--- config.mk ---
export PLATFORM = sky130hd
export DESIGN_NAME = ps2_keyboard_port
export DESIGN_NICKNAME = d
export VERILOG_FILES = /design/src/rtl/ps2_pkg.sv /design/src/rtl/ps2_rx_frame.sv /design/src/rtl/ps2_keyboard_port.sv
export SDC_FILE = /design/constraint.sdc
export NUM_CORES = 1
export LEC_CHECK = 0
export ABC_AREA = 0
export CELL_PAD_IN_SITES_DETAIL_PLACEMENT = 1
export CELL_PAD_IN_SITES_GLOBAL_PLACEMENT = 2
export CORE_MARGIN = 3
export CORE_UTILIZATION = 33
export CTS_BUF_LIST = sky130_fd_sc_hd__clkbuf_4 sky130_fd_sc_hd__clkbuf_8 sky130_fd_sc_hd__clkbuf_16
export CTS_CLUSTER_SIZE = 30
export DETAILED_ROUTE_END_ITERATION = 7
export PLACE_DENSITY = 0.74
export SYNTH_ARGS = -nofsm -noshare
export SYNTH_HDL_FRONTEND = slang
export SYNTH_SLANG_ARGS = --single-unit
export TNS_END_PERCENT = 5
--- constraint.sdc ---
create_clock -name i_clk -period 2.5 [get_ports i_clk]
set_input_delay 0.625 -clock i_clk [delete_from_list [all_inputs] [get_ports i_clk]]
set_output_delay 0.625 -clock i_clk [all_outputs]
set_load 0.01 [all_outputs]
--- src/rtl/ps2_pkg.sv ---
// Shared definitions for the PS/2 keyboard port: register offsets, STATUS bit
// positions, receive-frame state encoding and the frame parity check.
package ps2_pkg;

  localparam logic [3:0] DATA_OFS   = 4'h0;
  localparam logic [3:0] STATUS_OFS = 4'h4;

  localparam int unsigned ST_NOT_EMPTY = 0;
  localparam int unsigned ST_FULL      = 1;
  localparam int unsigned ST_OVF       = 2;
  localparam int unsigned ST_PERR      = 3;
  localparam int unsigned ST_CNT_LSB   = 4;
  localparam int unsigned ST_CNT_W     = 4;
  localparam int unsigned ST_IRQ_MASK  = 8;

  typedef enum logic [1:0] {
    IDLE   = 2'd0,
    DATA   = 2'd1,
    PARITY = 2'd2,
    STOP   = 2'd3
  } rx_state_e;

  // PS/2 frames use odd parity across the eight data bits plus the parity bit.
  function automatic logic odd_parity_ok(input logic [7:0] data, input logic par);
    return ^{data, par};
  endfunction

endpackage

--- src/rtl/ps2_rx_frame.sv ---
// PS/2 device-to-host frame receiver: pin synchronisers, falling-edge strobe,
// start/data/parity/stop state machine and partial-frame timeout.
module ps2_rx_frame
  import ps2_pkg::*;
#(
  parameter int unsigned TIMEOUT_CYCLES = 50000
) (
  input  logic       i_clk,
  input  logic       i_rst,
  input  logic       i_ps2_clk,
  input  logic       i_ps2_data,
  output logic [7:0] o_byte,
  output logic       o_byte_valid,
  output logic       o_parity_err
);

  localparam int unsigned TO_W = $clog2(TIMEOUT_CYCLES + 1);

  logic [1:0]      clk_sync;
  logic [1:0]      data_sync;
  logic            clk_prev;
  logic            sample_c;
  logic            bit_c;
  rx_state_e       state;
  logic [2:0]      bit_cnt;
  logic [7:0]      shift;
  logic            par_bit;
  logic [TO_W-1:0] to_cnt;

  // Synchronisers reset to the idle-high line level so release never looks like an edge.
  always_ff @(posedge i_clk or posedge i_rst) begin
    if (i_rst) begin
      clk_sync  <= 2'b11;
      data_sync <= 2'b11;
      clk_prev  <= 1'b1;
    end else begin
      clk_sync  <= {clk_sync[0], i_ps2_clk};
      data_sync <= {data_sync[0], i_ps2_data};
      clk_prev  <= clk_sync[1];
    end
  end

  assign sample_c = clk_prev & ~clk_sync[1];
  assign bit_c    = data_sync[1];

  always_ff @(posedge i_clk or posedge i_rst) begin
    if (i_rst) begin
      state        <= IDLE;
      bit_cnt      <= 3'd0;
      shift        <= 8'd0;
      par_bit      <= 1'b0;
      to_cnt       <= '0;
      o_byte       <= 8'd0;
      o_byte_valid <= 1'b0;
      o_parity_err <= 1'b0;
    end else begin
      o_byte_valid <= 1'b0;
      o_parity_err <= 1'b0;
      if (sample_c) begin
        to_cnt <= '0;
        case (state)
          IDLE: begin
            if (!bit_c) begin
              state   <= DATA;
              bit_cnt <= 3'd0;
            end
          end
          DATA: begin
            shift   <= {bit_c, shift[7:1]};
            bit_cnt <= bit_cnt + 3'd1;
            if (bit_cnt == 3'd7) state <= PARITY;
          end
          PARITY: begin
            par_bit <= bit_c;
            state   <= STOP;
          end
          STOP: begin
            if (bit_c && odd_parity_ok(shift, par_bit)) begin
              o_byte       <= shift;
              o_byte_valid <= 1'b1;
            end else begin
              o_parity_err <= 1'b1;
            end
            state <= IDLE;
          end
          default: state <= IDLE;
        endcase
      end else if (state != IDLE) begin
        // A stalled device abandons the frame silently.
        if (to_cnt == TO_W'(TIMEOUT_CYCLES - 1)) begin
          state  <= IDLE;
          to_cnt <= '0;
        end else begin
          to_cnt <= to_cnt + TO_W'(1);
        end
      end else begin
        to_cnt <= '0;
      end
    end
  end

endmodule

--- src/rtl/ps2_keyboard_port.sv ---
// Memory-mapped PS/2 keyboard port: scan-code FIFO plus DATA/STATUS registers.
// Optional PS2_IRQ_EN adds o_irq and the STATUS IRQ_MASK bit.
module ps2_keyboard_port
  import ps2_pkg::*;
#(
  parameter logic [31:0] BASE_ADDR      = 32'h0001_0000,
  parameter int unsigned FIFO_DEPTH     = 8,
  parameter int unsigned TIMEOUT_CYCLES = 50000
) (
  input  logic        i_clk,
  input  logic        i_rst,
  input  logic [31:0] i_bus_data,
  input  logic [31:0] i_bus_address,
  input  logic        i_bus_DV,
  input  logic [2:0]  i_bhw,
  input  logic        i_write_notread,
  output logic [31:0] o_bus_data,
  output logic        o_bus_DV,
  input  logic        i_ps2_clk,
  input  logic        i_ps2_data
`ifdef PS2_IRQ_EN
  ,
  output logic        o_irq
`endif
);

  localparam int unsigned PTR_W = $clog2(FIFO_DEPTH);
  localparam int unsigned CNT_W = PTR_W + 1;

  logic [7:0]       rx_byte;
  logic             rx_valid;
  logic             rx_perr;
  logic [7:0]       mem [FIFO_DEPTH];
  logic [PTR_W-1:0] rd_ptr;
  logic [PTR_W-1:0] wr_ptr;
  logic [CNT_W-1:0] count;
  logic             ovf;
  logic             perr;
  logic             not_empty_c;
  logic             full_c;
  logic             hit_c;
  logic [3:0]       ofs_c;
  logic             pop_c;
  logic             push_ok_c;
  logic             ovf_set_c;
  logic             wr_status_c;
  logic [31:0]      status_c;
  logic [31:0]      rdata_c;
  logic             unused_c;

  ps2_rx_frame #(.TIMEOUT_CYCLES(TIMEOUT_CYCLES)) u_rx (
    .i_clk        (i_clk),
    .i_rst        (i_rst),
    .i_ps2_clk    (i_ps2_clk),
    .i_ps2_data   (i_ps2_data),
    .o_byte       (rx_byte),
    .o_byte_valid (rx_valid),
    .o_parity_err (rx_perr)
  );

  assign not_empty_c = (count != '0);
  assign full_c      = (count == CNT_W'(FIFO_DEPTH));
  assign hit_c       = i_bus_DV && (i_bus_address[31:4] == BASE_ADDR[31:4]);
  assign ofs_c       = {i_bus_address[3:2], 2'b00};
  assign pop_c       = hit_c && !i_write_notread && (ofs_c == DATA_OFS) && not_empty_c;
  // A pop in the same cycle frees the slot, so a full FIFO still accepts the byte.
  assign push_ok_c   = rx_valid && (!full_c || pop_c);
  assign ovf_set_c   = rx_valid && full_c && !pop_c;
  assign wr_status_c = hit_c && i_write_notread && (ofs_c == STATUS_OFS);

`ifdef PS2_IRQ_EN
  logic irq_mask;
  assign unused_c = ^{i_bhw, i_bus_data[31:9], i_bus_data[7:4], i_bus_data[1:0],
                      i_bus_address[1:0]};
`else
  assign unused_c = ^{i_bhw, i_bus_data[31:4], i_bus_data[1:0], i_bus_address[1:0]};
`endif

  always_comb begin
    status_c = '0;
    status_c[ST_NOT_EMPTY] = not_empty_c;
    status_c[ST_FULL]      = full_c;
    status_c[ST_OVF]       = ovf;
    status_c[ST_PERR]      = perr;
    status_c[ST_CNT_LSB +: ST_CNT_W] = ST_CNT_W'(count);
`ifdef PS2_IRQ_EN
    status_c[ST_IRQ_MASK]  = irq_mask;
`endif
  end

  always_comb begin
    rdata_c = '0;
    if (ofs_c == DATA_OFS) begin
      if (not_empty_c) rdata_c = {24'd0, mem[rd_ptr]};
    end else if (ofs_c == STATUS_OFS) begin
      rdata_c = status_c;
    end
  end

  always_ff @(posedge i_clk) begin
    if (push_ok_c) mem[wr_ptr] <= rx_byte;
  end

  always_ff @(posedge i_clk or posedge i_rst) begin
    if (i_rst) begin
      rd_ptr     <= '0;
      wr_ptr     <= '0;
      count      <= '0;
      ovf        <= 1'b0;
      perr       <= 1'b0;
      o_bus_DV   <= 1'b0;
      o_bus_data <= '0;
    end else begin
      if (push_ok_c) wr_ptr <= wr_ptr + PTR_W'(1);
      if (pop_c)     rd_ptr <= rd_ptr + PTR_W'(1);
      if (push_ok_c && !pop_c)      count <= count + CNT_W'(1);
      else if (pop_c && !push_ok_c) count <= count - CNT_W'(1);
      // Set events take priority over a simultaneous write-one-to-clear.
      if (ovf_set_c)                          ovf <= 1'b1;
      else if (wr_status_c && i_bus_data[ST_OVF])  ovf <= 1'b0;
      if (rx_perr)                            perr <= 1'b1;
      else if (wr_status_c && i_bus_data[ST_PERR]) perr <= 1'b0;
      o_bus_DV   <= hit_c;
      o_bus_data <= (hit_c && !i_write_notread) ? rdata_c : '0;
    end
  end

`ifdef PS2_IRQ_EN
  always_ff @(posedge i_clk or posedge i_rst) begin
    if (i_rst) begin
      irq_mask <= 1'b1;
      o_irq    <= 1'b0;
    end else begin
      if (wr_status_c) irq_mask <= i_bus_data[ST_IRQ_MASK];
      o_irq <= !irq_mask && (not_empty_c || ovf || perr);
    end
  end
`endif

endmodule

==> flow_results.xml <==
<?xml version="1.0" encoding="UTF-8"?>
<metrics>
  <group name="clock_network">
    <metric name="worst_setup_hold_path_clk_slew" unit="ns">0.06</metric>
    <metric name="clock_tree_from_tritoncts" unit="">yes</metric>
    <metric name="number_of_hold_buffers_added_after_cts" unit="">0</metric>
    <metric name="worstSkewPairLatency" unit="ns">0.41</metric>
    <metric name="clock_sink_count" unit="">130</metric>
    <metric name="cts_made_buffers" unit="">17</metric>
    <metric name="clock_tree.buffer_depth" unit="">2</metric>
    <metric name="cts_htree_levels" unit="">4</metric>
    <metric name="clock-root-buffer" unit="">clkbuf_16</metric>
  </group>
  <group name="timing">
    <metric name="worst_clock_skew" unit="ns">0.00699</metric>
    <metric name="worst_slew_pin_slew" unit="ns">0.895</metric>
    <metric name="unrepaired_setup_endpoints_after_global_routing" unit="">yes</metric>
    <metric name="final-max-slew-violation-count" unit="">0</metric>
    <metric name="setup_viol_count_final" unit="">4</metric>
    <metric name="final_hold_viol_count" unit="">0</metric>
    <metric name="layout_min_cycle_time" unit="ns">2.67</metric>
    <metric name="fmax" unit="MHz">374</metric>
    <metric name="max-slew-margin-rel" unit="%">40.3</metric>
    <metric name="worst_slack" unit="ns">-0.173</metric>
    <metric name="min_period_over_period" unit="%">107</metric>
  </group>
  <group name="pwr">
    <metric name="post-layout-total-power" unit="uW">5390</metric>
    <metric name="ir_drop" unit="mV">0.496</metric>
    <metric name="static-leakage-power" unit="uW">0.00309</metric>
    <metric name="power.density" unit="nW/um^2">709</metric>
  </group>
  <group name="grt">
    <metric name="grtUsageTotal" unit="%">15.0</metric>
    <metric name="number_of_antenna_violations_at_the_first_check_in_global_routing" unit="">0</metric>
    <metric name="grt_pass1_vias" unit="">3943</metric>
    <metric name="remaining_global_route_overflow" unit="">0</metric>
    <metric name="grt_start_max_net_pins" unit="">67</metric>
    <metric name="grt_pass1_wl" unit="mm">21.3</metric>
  </group>
  <group name="placed_design">
    <metric name="total_placed_cells_including_tap_cells" unit="">686</metric>
    <metric name="placement.io_buffers" unit="">46</metric>
    <metric name="hpwlAfterDp" unit="mm">8.53</metric>
    <metric name="dpl-instance-area" unit="um^2">6630</metric>
    <metric name="finalWeightedCongestion" unit="">0.701</metric>
  </group>
  <group name="cells_and_area">
    <metric name="finish.net_count" unit="">608</metric>
    <metric name="most_frequent_cells_in_the_layout" unit="">edfxtp_1 (64), dfrtp_1 (61), buf_4 (53)</metric>
    <metric name="final_design_area_no_fill" unit="um^2">7600</metric>
    <metric name="fill_cell_total_of_the_finished_layout" unit="">1714</metric>
    <metric name="non_filler_instances" unit="">754</metric>
    <metric name="mostFrequentLayoutCell" unit="">edfxtp_1</metric>
    <metric name="area_delta_synth_final" unit="%">32.5</metric>
    <metric name="diodes" unit="">0</metric>
    <metric name="layout-drive-gt1-share" unit="%">34.5</metric>
    <metric name="multi_input_area" unit="um^2">2130</metric>
    <metric name="seqCellArea" unit="um^2">3580</metric>
  </group>
  <group name="outcome">
    <metric name="violations_in_the_final_reports" unit="">setup timing</metric>
    <metric name="outcome" unit="">finished with violations</metric>
  </group>
  <group name="floorplan">
    <metric name="initial_util" unit="%">34.1</metric>
    <metric name="floorplan.core_area" unit="um^2">16800</metric>
    <metric name="design.portCount" unit="">106</metric>
    <metric name="die_area" unit="um^2">19000</metric>
    <metric name="row_count" unit="">47</metric>
    <metric name="floorplan.die.height" unit="um">138</metric>
    <metric name="die_w" unit="um">138</metric>
  </group>
  <group name="job">
    <metric name="max_cap_viol_count" unit="">0</metric>
  </group>
  <group name="logic_synthesis">
    <metric name="synth_top_flop_cell" unit="">edfxtp_1</metric>
    <metric name="synthCells" unit="">401</metric>
    <metric name="synthArstFlopShare" unit="%">50.8</metric>
    <metric name="syn-mean-instance-area" unit="um^2">14.3</metric>
    <metric name="ys_types" unit="">48</metric>
    <metric name="synth-warning-count" unit="">0</metric>
    <metric name="yosysSeqAreaShare" unit="%">62.4</metric>
    <metric name="number_of_synthesized_flops_with_an_enable_pin" unit="">64</metric>
    <metric name="number_of_storage_elements_in_the_synthesis_netlist" unit="">130</metric>
    <metric name="syn-cell-area" unit="um^2">5740</metric>
  </group>
  <group name="detailed_routing">
    <metric name="drt_drc_violations_left" unit="">0</metric>
    <metric name="finalWirelength" unit="mm">13.5</metric>
    <metric name="ant_nets" unit="">0</metric>
    <metric name="first_pass_iters" unit="">4</metric>
    <metric name="avg_vias_per_cell" unit="">4.70</metric>
    <metric name="detail_route.wl_per_cell" unit="um">18.0</metric>
    <metric name="overall_via_count_from_detail_route" unit="">3546</metric>
    <metric name="first_iter_violations" unit="">193</metric>
  </group>
  <group name="worst_setup_path">
    <metric name="chain_of_cells_forming_the_critical_path" unit="">buf_8 -&gt; nor4_4 -&gt; nand3b_1 -&gt; nor4_4 -&gt; o21ai_2 -&gt; inv_1 -&gt; ha_2 -&gt; inv_2 -&gt; ha_4 -&gt; a21o_2 -&gt; a21oi_2 -&gt; xnor2_1 -&gt; nor2_1 -&gt; xor2_1</metric>
    <metric name="cpPeakStageDelay" unit="ns">0.43</metric>
    <metric name="cp_top_family" unit="">simple AND/OR/NAND/NOR gates</metric>
    <metric name="worstPathArrival" unit="ns">2.96</metric>
    <metric name="crit_type" unit="">input pin to flip-flop</metric>
    <metric name="crit_path_start_kind" unit="">input pin</metric>
    <metric name="cp-end-kind" unit="">flip-flop</metric>
    <metric name="worst-endpoint-required" unit="ns">2.79</metric>
    <metric name="critical-path-top-cell-by-count" unit="">nor4_4</metric>
    <metric name="critical_path_peak_fanout" unit="">4</metric>
    <metric name="critical_path.slowest_cell" unit="">nor4_4</metric>
    <metric name="critical_path.n_buffers_inverters" unit="">3</metric>
  </group>
  <group name="hold_path">
    <metric name="hold_path_class" unit="">flip-flop to flip-flop</metric>
  </group>
</metrics>
[worst paths after layout]
kind	startpoint	to	slack [ns]	depth (start not counted)
max in group asynchronous	i_rst	u_rx.clk_prev$_DFF_PP1_	1.57	3
worst max register to register	count[0]$_DFFE_PP0P_	count[3]$_DFFE_PP0P_	-0.06	13
worst min-delay path	u_rx.data_sync[0]$_DFF_PP1_	u_rx.data_sync[1]$_DFF_PP1_	0.36	0
worst max-delay path	i_bus_address[9]	count[3]$_DFFE_PP0P_	-0.17	14
worst min register to register	u_rx.data_sync[0]$_DFF_PP1_	u_rx.data_sync[1]$_DFF_PP1_	0.36	0
min in group asynchronous	i_rst	count[0]$_DFFE_PP0P_	0.61	3
[state kept, by name (all words and copies together), names as in the netlist]
register           count
u_rx.shift             8
u_rx.state             2
count                  4
perr                   1
rd_ptr                 3
u_rx.to_cnt           16
u_rx.o_byte            8
mem                   64
u_rx.par_bit           1
u_rx.o_byte_valid      1
o_bus_data             8
u_rx.o_parity_err      1
wr_ptr                 3
u_rx.clk_prev          1
ovf                    1
o_bus_DV               1
u_rx.clk_sync          2
u_rx.data_sync         2
u_rx.bit_cnt           3
[metal layers]
| metal | GRT usage [%] | part of all wire [%] |
|---|---|---|
| met1 | 17.0 | 40 |
| met2 | 27.1 | 54 |
| met3 | 4.57 | 5.0 |
| met4 | 4.39 | 1.1 |
| met5 | 0 | 0 |
[power by group]
part / leakage [uW] / internal, uW / switching [uW]
Combinational: 0.00134 / 311 / 322
Clock: 0.000276 / 1450 / 897
Sequential: 0.00147 / 2320 / 81.9
Total: 0.00309 / 4080 / 1300
[final cells by class]
| cell class | instances | area share [%] |
|---|---|---|
| repair buffers | 115 | 13.3 |
| multi-input cells | 249 | 28.1 |
| well taps | 220 | 3.62 |
| clock buffers | 17 | 5.60 |
| flip-flops and latches | 130 | 47.1 |
| clock inverters | 14 | 1.88 |
| inverters | 9 | 0.445 |
[synth_stat cells, drive strengths merged (4+ instances only)]
cell | instances | area, um^2
nor2b | 4 | 25.0
nand4 | 6 | 43.8
nand2b | 5 | 31.3
nor2 | 35 | 134
edfxtp | 64 | 1920
a21oi | 9 | 45.0
mux2 | 21 | 236
nand2 | 16 | 60.1
xnor2 | 18 | 158
buf | 31 | 224
nand3 | 9 | 45.0
o21ai | 6 | 33.8
xor2 | 10 | 87.6
nor3 | 14 | 70.1
clkbuf | 5 | 18.8
mux4 | 16 | 360
nor4 | 9 | 77.6
dfrtp | 61 | 1530
dfstp | 5 | 131
ha | 12 | 150
inv | 9 | 33.8
mux2i | 9 | 90.1
nor4b | 4 | 35.0
[cells by family (layout without fill, tap and decap cells)]
| logic type | after synthesis | in the layout | synth area share (%) |
|---|---|---|---|
| DFF | 130 | 130 | 62.4 |
| and+or+nand+nor | 110 | 110 | 10.1 |
| muxes | 46 | 46 | 12.0 |
| buffers and inverters | 45 | 155 | 4.82 |
| xor gates and xnor gates | 29 | 29 | 4.67 |
| AOI/OAI and AO/OA | 27 | 27 | 3.03 |
| adders and majority gates | 13 | 13 | 2.97 |
| other | 1 | 24 | 0.0654 |
[repair_timing]
action / in CTS / in global routing
setup buffers: 37 / 1
pin swaps: 22 / 19
gates resized for setup: 78 / 37
endpoints found under the setup margin: 67 / 15
[stage by stage]
step	setup slack [ns]	utilization, %	hold WS [ns]	setup TNS [ns]
after CTS	-0.143	44.8	0.357	-0.242
after global routing	-0.314	45.2	0.365	-1.33
after global placement	-0.775	39.4	0.346	-29.20
after floorplan	-0.473	-	0.345	-18.05
after detailed placement	-0.963	39.4	0.349	-39.49
final	-0.173	45.2	0.355	-0.350
Note: power is estimated with default switching activity, not from simulation.
